==> src/rtl/incl.vh <==
// Shared block-memory geometry used by every BM client.
`ifndef BM_DEPTH
`define BM_DEPTH 256
`endif
`ifndef BM_DATA_WIDTH
`define BM_DATA_WIDTH 32
`endif

==> src/rtl/bm_rd_arb_pkg.sv <==
// Types and the grant-selection rule shared by the BM read arbiter.
package bm_rd_arb_pkg;

    typedef enum logic [1:0] {
        ST_IDLE = 2'b00,
        ST_OWN0 = 2'b01,
        ST_OWN1 = 2'b10
    } arb_state_e;

    // On a tie the requester that did not own the port last time wins.
    function automatic arb_state_e pick_owner(input logic en0, input logic en1, input logic last_owner);
        arb_state_e s;
        if (en0 && en1) begin
            s = last_owner ? ST_OWN0 : ST_OWN1;
        end else if (en0) begin
            s = ST_OWN0;
        end else if (en1) begin
            s = ST_OWN1;
        end else begin
            s = ST_IDLE;
        end
        return s;
    endfunction

endpackage

==> src/rtl/bm_tag_fifo.sv <==
// Synchronous 1-bit tag FIFO recording which requester issued each outstanding BM read.
module bm_tag_fifo #(
    parameter int DEPTH = 8
) (
    input  logic clk,
    input  logic rst,
    input  logic push,
    input  logic push_tag,
    input  logic pop,
    output logic pop_tag,
    output logic full,
    output logic empty
);
    localparam int PW = $clog2(DEPTH);

    logic [DEPTH-1:0] mem;
    logic [PW-1:0]    wr_ptr;
    logic [PW-1:0]    rd_ptr;
    logic [PW:0]      count;
    logic             do_push;
    logic             do_pop;
    logic             bypass;

    assign full  = (count == (PW+1)'(DEPTH));
    assign empty = (count == '0);

    // Push+pop on an empty FIFO passes the tag straight through; at full the pop frees the slot.
    always_comb begin
        bypass  = push && pop && empty;
        do_pop  = pop && !empty;
        do_push = push && (!full || do_pop) && !bypass;
        pop_tag = bypass ? push_tag : mem[rd_ptr];
    end

    // Pointer, occupancy and storage update.
    always_ff @(posedge clk) begin
        if (rst) begin
            wr_ptr <= '0;
            rd_ptr <= '0;
            count  <= '0;
            mem    <= '0;
        end else begin
            if (do_push) begin
                mem[wr_ptr] <= push_tag;
                wr_ptr      <= wr_ptr + PW'(1);
            end
            if (do_pop) begin
                rd_ptr <= rd_ptr + PW'(1);
            end
            case ({do_push, do_pop})
                2'b10:   count <= count + (PW+1)'(1);
                2'b01:   count <= count - (PW+1)'(1);
                default: count <= count;
            endcase
        end
    end

endmodule

==> src/rtl/bm_rd_arb.sv <==
// Two-requester burst arbiter for the shared BM read port, with in-order return routing.
`include "incl.vh"
module bm_rd_arb
    import bm_rd_arb_pkg::*;
#(
    parameter int BURST_LEN = 4,
    parameter int TAG_DEPTH = 8
) (
    input  logic                              clk,
    input  logic                              rst,
    input  logic                              rq0_rd_en,
    input  logic [$clog2(`BM_DEPTH)-1:0]      rq0_rd_addr,
    output logic                              rq0_rd_rdy,
    input  logic                              rq1_rd_en,
    input  logic [$clog2(`BM_DEPTH)-1:0]      rq1_rd_addr,
    output logic                              rq1_rd_rdy,
    output logic                              bm_rd_en,
    output logic [$clog2(`BM_DEPTH)-1:0]      bm_rd_addr,
    input  logic [`BM_DATA_WIDTH-1:0]         bm_dout,
    input  logic                              bm_dout_vld,
    output logic [`BM_DATA_WIDTH-1:0]         rq0_dout,
    output logic                              rq0_dout_vld,
    output logic [`BM_DATA_WIDTH-1:0]         rq1_dout,
    output logic                              rq1_dout_vld
);
    localparam int CW = $clog2(BURST_LEN + 1);

    arb_state_e                  state, state_nxt;
    logic                        last_owner, last_owner_nxt;
    logic [CW-1:0]               beat_cnt, beat_cnt_nxt;
    logic                        own_id;
    logic                        own_en;
    logic                        accept;
    logic                        tag_full, tag_empty, tag_pop, pop_tag;
    logic [`BM_DATA_WIDTH-1:0]   dout_r;

    // rdy is gated by rst so nothing is accepted while the block is held in reset.
    assign rq0_rd_rdy = (state == ST_OWN0) && !tag_full && !rst;
    assign rq1_rd_rdy = (state == ST_OWN1) && !tag_full && !rst;
    assign own_id     = (state == ST_OWN1);
    assign own_en     = own_id ? rq1_rd_en : rq0_rd_en;
    assign accept     = (rq0_rd_rdy && rq0_rd_en) || (rq1_rd_rdy && rq1_rd_en);
    assign tag_pop    = bm_dout_vld && !tag_empty;

    // Next-state: bursts end on the last beat or when the owner lets go; a full-FIFO stall holds.
    always_comb begin
        state_nxt      = state;
        last_owner_nxt = last_owner;
        beat_cnt_nxt   = beat_cnt;
        case (state)
            ST_IDLE: begin
                state_nxt = pick_owner(rq0_rd_en, rq1_rd_en, last_owner);
            end
            ST_OWN0, ST_OWN1: begin
                if (!own_en || (accept && (beat_cnt == CW'(BURST_LEN - 1)))) begin
                    last_owner_nxt = own_id;
                    beat_cnt_nxt   = '0;
                    state_nxt      = pick_owner(rq0_rd_en, rq1_rd_en, own_id);
                end else if (accept) begin
                    beat_cnt_nxt   = beat_cnt + CW'(1);
                end else begin
                    beat_cnt_nxt   = beat_cnt;
                end
            end
            default: begin
                state_nxt = ST_IDLE;
            end
        endcase
    end

    // Arbiter state registers.
    always_ff @(posedge clk) begin
        if (rst) begin
            state      <= ST_IDLE;
            last_owner <= 1'b1;
            beat_cnt   <= '0;
        end else begin
            state      <= state_nxt;
            last_owner <= last_owner_nxt;
            beat_cnt   <= beat_cnt_nxt;
        end
    end

    // Registered BM read port; address holds between beats.
    always_ff @(posedge clk) begin
        if (rst) begin
            bm_rd_en   <= 1'b0;
            bm_rd_addr <= '0;
        end else begin
            bm_rd_en <= accept;
            if (accept) begin
                bm_rd_addr <= own_id ? rq1_rd_addr : rq0_rd_addr;
            end else begin
                bm_rd_addr <= bm_rd_addr;
            end
        end
    end

    bm_tag_fifo #(
        .DEPTH (TAG_DEPTH)
    ) u_tag_fifo (
        .clk      (clk),
        .rst      (rst),
        .push     (accept),
        .push_tag (own_id),
        .pop      (tag_pop),
        .pop_tag  (pop_tag),
        .full     (tag_full),
        .empty    (tag_empty)
    );

    // Return routing: data returning with no outstanding tag is silently dropped.
    always_ff @(posedge clk) begin
        if (rst) begin
            rq0_dout_vld <= 1'b0;
            rq1_dout_vld <= 1'b0;
            dout_r       <= '0;
        end else begin
            rq0_dout_vld <= tag_pop && !pop_tag;
            rq1_dout_vld <= tag_pop && pop_tag;
            if (tag_pop) begin
                dout_r <= bm_dout;
            end else begin
                dout_r <= dout_r;
            end
        end
    end

    assign rq0_dout = dout_r;
    assign rq1_dout = dout_r;

endmodule

==> config.mk <==
export PLATFORM = sky130hd
export DESIGN_NAME = bm_rd_arb
export DESIGN_NICKNAME = d
export VERILOG_FILES = /design/src/rtl/bm_rd_arb_pkg.sv /design/src/rtl/bm_tag_fifo.sv /design/src/rtl/bm_rd_arb.sv
export VERILOG_INCLUDE_DIRS = /design/src /design/src/rtl
export SDC_FILE = /design/constraint.sdc
export NUM_CORES = 1
export LEC_CHECK = 0
export CAP_MARGIN = 30
export CORE_ASPECT_RATIO = 0.75
export CORE_UTILIZATION = 43
export DETAILED_ROUTE_END_ITERATION = 8
export PLACE_DENSITY = 0.83
export REMOVE_ABC_BUFFERS = 1
export SYNTH_ARGS = -nofsm -noshare
export SYNTH_HDL_FRONTEND = slang
export SYNTH_SLANG_ARGS = --single-unit
==> constraint.sdc <==
create_clock -name clk -period 3.4 [get_ports clk]
set_input_delay 0.34 -clock clk [delete_from_list [all_inputs] [get_ports clk]]
set_output_delay 0.34 -clock clk [all_outputs]
set_load 0.01 [all_outputs]
Yosys cells after proc, flatten, opt, wreduce, memory -nomap -nowiden
Index checks and enable logic that the tools add are counted.
{ "totals": {"register_bits": 67, "in_bits": 53, "out_inout_bits": 77, "word_cells": 79} }
{ "op_classes": {"add_sub_neg": 5, "order_cmp": 3, "n_eq_ne": 7, "mux": 19, "reduce_logical": 33} }
{ "op_table": {"columns": ["operator", "n"], "rows": [
  ["$logic_and 1x1->1", 17],
  ["$mux 2", 7],
  ["$add 3x1->3 const B", 3],
  ["$bwmux 8", 1],
  ["$lt 3x4->1 const B", 2],
  ["$mux 8", 1],
  ["$pmux 4 s2", 1],
  ["$logic_not 1->1", 6],
  ["$mux 3", 2],
  ["$add 4x1->4 const B", 1],
  ["$eq 2x1->1 const B", 2],
  ["$eq 2x2->1 const B", 2],
  ["$eq 4x4->1 const B", 1],
  ["$logic_not 4->1", 1],
  ["$mux 1", 4],
  ["$pmux 2 s2", 1],
  ["$reduce_and 2->1", 2],
  ["$reduce_bool 2->1", 2],
  ["$sub 4x1->4 const B", 1],
  ["$bmux 1 s3", 1],
  ["$demux 1 s3", 1],
  ["$eq 3x2->1 const B", 1],
  ["$ge 3x1->1 const B", 1],
  ["$logic_or 1x1->1", 3],
  ["3 further kinds", 3]
]} }

Longest topological paths before layout
{ "depth": {"ltp_word": 12, "depth_mapped": 14} }

Cells and area by module
From an unflattened synthesis, not the netlist that was laid out.
{ "hier_totals": {"cells_unflattened": 379, "area_unflattened_um2": 3306.9} }
{ "by_module_without_submodules": {"columns": ["mod", "n_inst", "cells_each", "area_per_inst_um2"], "rows": [
  ["bm_rd_arb", 1, 273, 2293.4],
  ["bm_tag_fifo", 1, 106, 1013.5]
]} }

Worst setup path before layout
OpenSTA, ideal clock, no wires.
{ "synth_timing": {"path_kind": "flip-flop to flip-flop", "startpoint": "reg state[0]", "endpoint": "reg u_tag_fifo.count[2]", "setup_ps": 70, "t_arrival_ps": 2566, "slack_ps": 764, "stages_incl_launch_ff": 15, "synth_period_minus_slack_ps": 2636, "path_cell_list": "dfxtp_1 > inv_1 > ha_1 > clkbuf_1 > a22oi_1 > nor3_1 > inv_2 > buf_4 > ha_1 > xor2_1 > ha_1 > a21oi_1 > xor2_1 > or3_1 > a21oi_1"} }
{ "synth_via": {"elab_chain_len": 11, "elab_cells_between_ends": 18, "cone_classes": "eq/ne (4); mux (1); reduce/logical (13)"} }
{ "synth_lines": {"columns": ["element", "line_no", "source"], "rows": [
  ["start: declaration", "bm_rd_arb.sv:28", "arb_state_e state, state_nxt;"],
  ["start signal: assignment", "bm_rd_arb.sv:78", "state <= state_nxt;"],
  ["$eq 2x2->1 *", null, null],
  ["named net own_id", "bm_rd_arb.sv:31", "logic own_id;"],
  ["$logic_and 1x1->1 * (2 in series)", "bm_rd_arb.sv:39", "assign rq1_rd_rdy = (state == ST_OWN1) && !tag_full && !rst;"],
  ["$logic_and 1x1->1 *", "bm_rd_arb.sv:42", "assign accept = (rq0_rd_rdy && rq0_rd_en) || (rq1_rd_rdy && rq1_rd_en);"],
  ["$logic_or 1x1->1 *", "bm_rd_arb.sv:42", null],
  ["$logic_and 1x1->1 (2 in series)", "bm_tag_fifo.sv:29", "bypass = push && pop && empty;"],
  ["$logic_not 1->1", "bm_tag_fifo.sv:31", "do_push = push && (!full || do_pop) && !bypass;"],
  ["$logic_and 1x1->1 *", "bm_tag_fifo.sv:31", null],
  ["$eq 2x1->1 or $eq 2x2->1 (tied branches)", "bm_tag_fifo.sv:50", "case ({do_push, do_pop})"],
  ["$pmux 4 s2 or $reduce_bool 2->1 (tied branches)", null, null],
  ["end signal: assignment", "bm_tag_fifo.sv:51", "2'b10: count <= count + (PW+1)'(1);"],
  ["end signal: assignment", "bm_tag_fifo.sv:52", "2'b01: count <= count - (PW+1)'(1);"],
  ["end signal: assignment", "bm_tag_fifo.sv:53", "default: count <= count;"],
  ["end: declaration", "bm_tag_fifo.sv:19", "logic [PW:0] count;"]
]} }
Mark *: on every way through the listed nets, which the timed path passes. The rest lies on a longest branch.
A chain may end at the register's enable or synchronous reset.

Final worst setup path
{ "layout_timing": {"startpoint": "reg u_tag_fifo.count[1]", "endpoint": "reg u_tag_fifo.count[2]"} }
{ "layout_via": {"elab_chain_len": 12, "elab_cells_between_ends": 25, "cone_classes": "add/sub (2); eq/ne (3); mux (1); reduce/logical (19)"} }
{ "layout_lines": {"columns": ["element", "line_no", "source"], "rows": [
  ["$eq 4x4->1", "bm_tag_fifo.sv:24", "assign full = (count == (PW+1)'(DEPTH));"],
  ["$logic_not 1->1", "bm_tag_fifo.sv:31, bm_rd_arb.sv:38, bm_rd_arb.sv:39", null],
  ["$logic_and 1x1->1, on equally long branches (2 in series)", "bm_rd_arb.sv:38, bm_rd_arb.sv:39", null],
  ["$logic_and 1x1->1", "bm_rd_arb.sv:42", null],
  ["$logic_or 1x1->1", "bm_rd_arb.sv:42", null],
  ["$logic_and 1x1->1 (2 in series)", "bm_tag_fifo.sv:29", null],
  ["$logic_not 1->1", "bm_tag_fifo.sv:31", null],
  ["$logic_and 1x1->1", "bm_tag_fifo.sv:31", null],
  ["$eq 2x1->1 or $eq 2x2->1 (tied branches)", "bm_tag_fifo.sv:50", null],
  ["$pmux 4 s2 or $reduce_bool 2->1 (tied branches)", null, null]
]} }
Parallel ways exist; a longest one is shown, timed or not.

==> results.toml <==
[outcome]
status = "finished, final reports clean"

[critical_path]
cpMaxStageDelayCell = "nor4b_1"
cp_data_required_time_ps = 3660
startpoint_type = "register"
r2r_slack_ps = 550
path_cells = "nor4b_1, nor3_2, inv_2, ha_1, xor2_1, ha_1, a21oi_1, xor2_1, or3_1, a21oi_1"
arrival_ps = 3110
critPathBufInv = 1
crit_end = "u_tag_fifo.count[2]"
startpoint = "u_tag_fifo.count[1]"
rr_startpoint = "u_tag_fifo.count[1]"
crit_path_max_incr_delay_ps = 610
end_kind = "register"
cp.depth = 10
r2r-end = "u_tag_fifo.count[2]"
r2r_cells = 10
cp_max_fo = 19
cp_top_family = "simple AND/OR/NAND/NOR gates"
worstSetupPathType = "reg2reg"

[die]
rows = 26
die_w_um = 102
dieArea_sq_mm = 0.00786
core_area_sq_mm = 0.00703
fp.dieH_um = 77.0
io_pins = 130
start_util_pct = 45.9

[grt]
grtUsageTotal_pct = 19.9
grt-ovfl-total = 0
grt_first_pass_wirelength_mm = 12.5
antenna_found_initial = 0
grt_max_degree = 58
grt_pass1_vias = 2773

[sta]
grt_setup_unrepaired = "false"
finalHoldViolCount = 0
slew-limit-headroom_pct = 58.0
slew_violations = 0
setup_violations = 0
fmax_mhz = 351
setup_tns_ps = 0
finClkSkew_ps = 8.17
worst_slew_pin_slew_ps = 621
post-route-period-util_pct = 83.8
min_period_ps = 2850

[layout]
final_common_cell = "clkdlybuf4s50_1"
nFillCells = 594
fin_area_sq_mm = 0.00450
diodes = 0
final-seq-area_sq_mm = 0.00134
drive_gt1_share_pct = 7.92
final_cells = 565
final_nets = 526
synthToLayoutAreaGrowth_pct = 39.4
multi_input_area_sq_mm = 0.00150
layout_common_cells = "clkdlybuf4s50_1, nand2_1, dfxtp_1"
fin_util_pct = 64.0

[synthesis]
syn_inst = 374
ys.flop_type = "dfxtp_1"
netlist_area_sq_mm = 0.00323
avgSynthCellArea_sq_um = 8.62
yosysSeqAreaShare_pct = 41.6
synth_warnings = 0
async_reset_ff_share_pct = 0
synth_edf_count = 0
synth.distinct_cells = 44
synth_seq_cells = 67

[placed_design]
hpwl_mm = 5.32
portBuffers = 129
dp.cells = 549
gp_congestion = 0.775
place_area_sq_mm = 0.00433

[power]
total_power_mw = 2.35
p_leak_nw = 1.58
pwr_density_cell_mw_per_mm2 = 523
vdd_drop_max_v = 0.000279

[detailed_routing]
detail-route-antenna-nets = 0
drc = 0
routed_via_density = 5.01
wire_per_inst_um = 13.0
routed-via-count = 2828
routed_wl_mm = 7.34
firstDrtPassIters = 4
drt_iter0_drc = 124

[clock_tree]
postCtsSetupRepairBufs = 0
cts_root_buf = "clkbuf_8"
clockBufferDepth = 2
cts_hold_buf = 0
htreeDepth = 3
clock-sinks = 67
cts_tree = "done"
cts_buffers = 9
cts_resized = 0
clock_latency_ps = 330
path_clk_slew_ps = 70

[worst_hold_path]
hold_path_class = "reg2reg"

[run]
maxCapViolations = 0
registers in the layout (all words and copies together), names as in the netlist:
signal	count
beat_cnt	3
bm_rd_addr	8
bm_rd_en	1
last_owner	1
rq0_dout	32
rq0_dout_vld	1
rq1_dout_vld	1
state	2
u_tag_fifo.count	4
u_tag_fifo.mem	8
u_tag_fifo.rd_ptr	3
u_tag_fifo.wr_ptr	3
worst reg2reg max path, stage by stage (launching register included):
cell and delay [ps]:
dfxtp_1 420, nor4b_1 610, nor3_2 120, inv_2 260, ha_1 330, xor2_1 200, ha_1 170, a21oi_1 50
xor2_1 170, or3_1 310, a21oi_1 140
cells by family after synthesis:
kind of cell	count (synthesis)	share of synthesized area [%]
AOI/OAI and AO/OA	74	15.4
muxes	19	6.87
DFF	67	41.6
adders and majority gates	11	4.27
and+or+nand+nor	129	18.2
xor gates and xnor gates	6	1.63
buffers and inverters	68	12.1
worst min-delay path by stage:
| stage | from | slack [ps] | end | cells after the start |
|---|---|---|---|---|
| after global routing | rst | 480 | bm_rd_en | 3 |
| final | u_tag_fifo.mem[1] | 470 | u_tag_fifo.mem[1] | 2 |
| after detailed placement | rq0_dout[22] | 460 | rq0_dout[22] | 2 |
| after global placement | beat_cnt[1] | 450 | beat_cnt[1] | 2 |
| after CTS | rst | 460 | bm_rd_en | 3 |
| after floorplan | rst | 410 | rq0_dout[0] | 1 |
synth_stat cells, drive strengths merged, types with 2 or more instances:
library cell | n | share of area, %
dfxtp | 67 | 42
buf | 39 | 8.7
mux2i | 15 | 4.7
or3 | 3 | 0.58
a22oi | 2 | 0.47
ha | 11 | 4.3
mux4 | 2 | 1.4
nand4 | 3 | 0.58
xnor2 | 2 | 0.54
a211oi | 8 | 1.9
nor3 | 4 | 0.62
o211ai | 8 | 1.9
nand3 | 5 | 0.78
nand3b | 3 | 0.70
nor2 | 20 | 2.3
and3 | 2 | 0.43
xor2 | 4 | 1.1
nand2b | 3 | 0.58
nand2 | 77 | 9.2
a32oi | 2 | 1.1
nor2b | 2 | 0.39
mux2 | 2 | 0.81
a21oi | 36 | 5.6
or3b | 4 | 1.1
inv | 10 | 1.2
o31ai | 8 | 1.9
o21ai | 6 | 0.93
clkbuf | 18 | 2.1
through the flow:
stage | hold WS, ps | worst slack (ps)
final | 469 | 550
after global placement | 450 | 711
after floorplan | 409 | -620
after CTS | 463 | 566
after detailed placement | 465 | 567
after global routing | 480 | 358
power by group:
part	switching, mW	internal, mW	total, mW
Clock	0.294	0.264	0.559
Sequential	0.0908	0.884	0.974
Combinational	0.380	0.438	0.819
layout make-up:
cell class                      instances  area share, %
Clock buffer                           10           2.84
Tap cell                               98           2.73
Inverter                               11          0.918
Sequential cell                        67           29.8
Multi-Input combinational cell        239           33.3
Clock inverter                          6          0.946
Timing Repair Buffer                  134           29.4
metal layers:
| metal | global-route usage [%] | vias to the layer above | share of wire [%] |
|---|---|---|---|
| met5 | 0 | - | 0 |
| met4 | 7.57 | 0 | 1.3 |
| met3 | 5.01 | 10 | 5.5 |
| met2 | 34.2 | 90 | 50 |
| met1 | 23.6 | 1309 | 43 |
| li1 | - | 1419 | - |
Power figures use the tool's default switching activity.
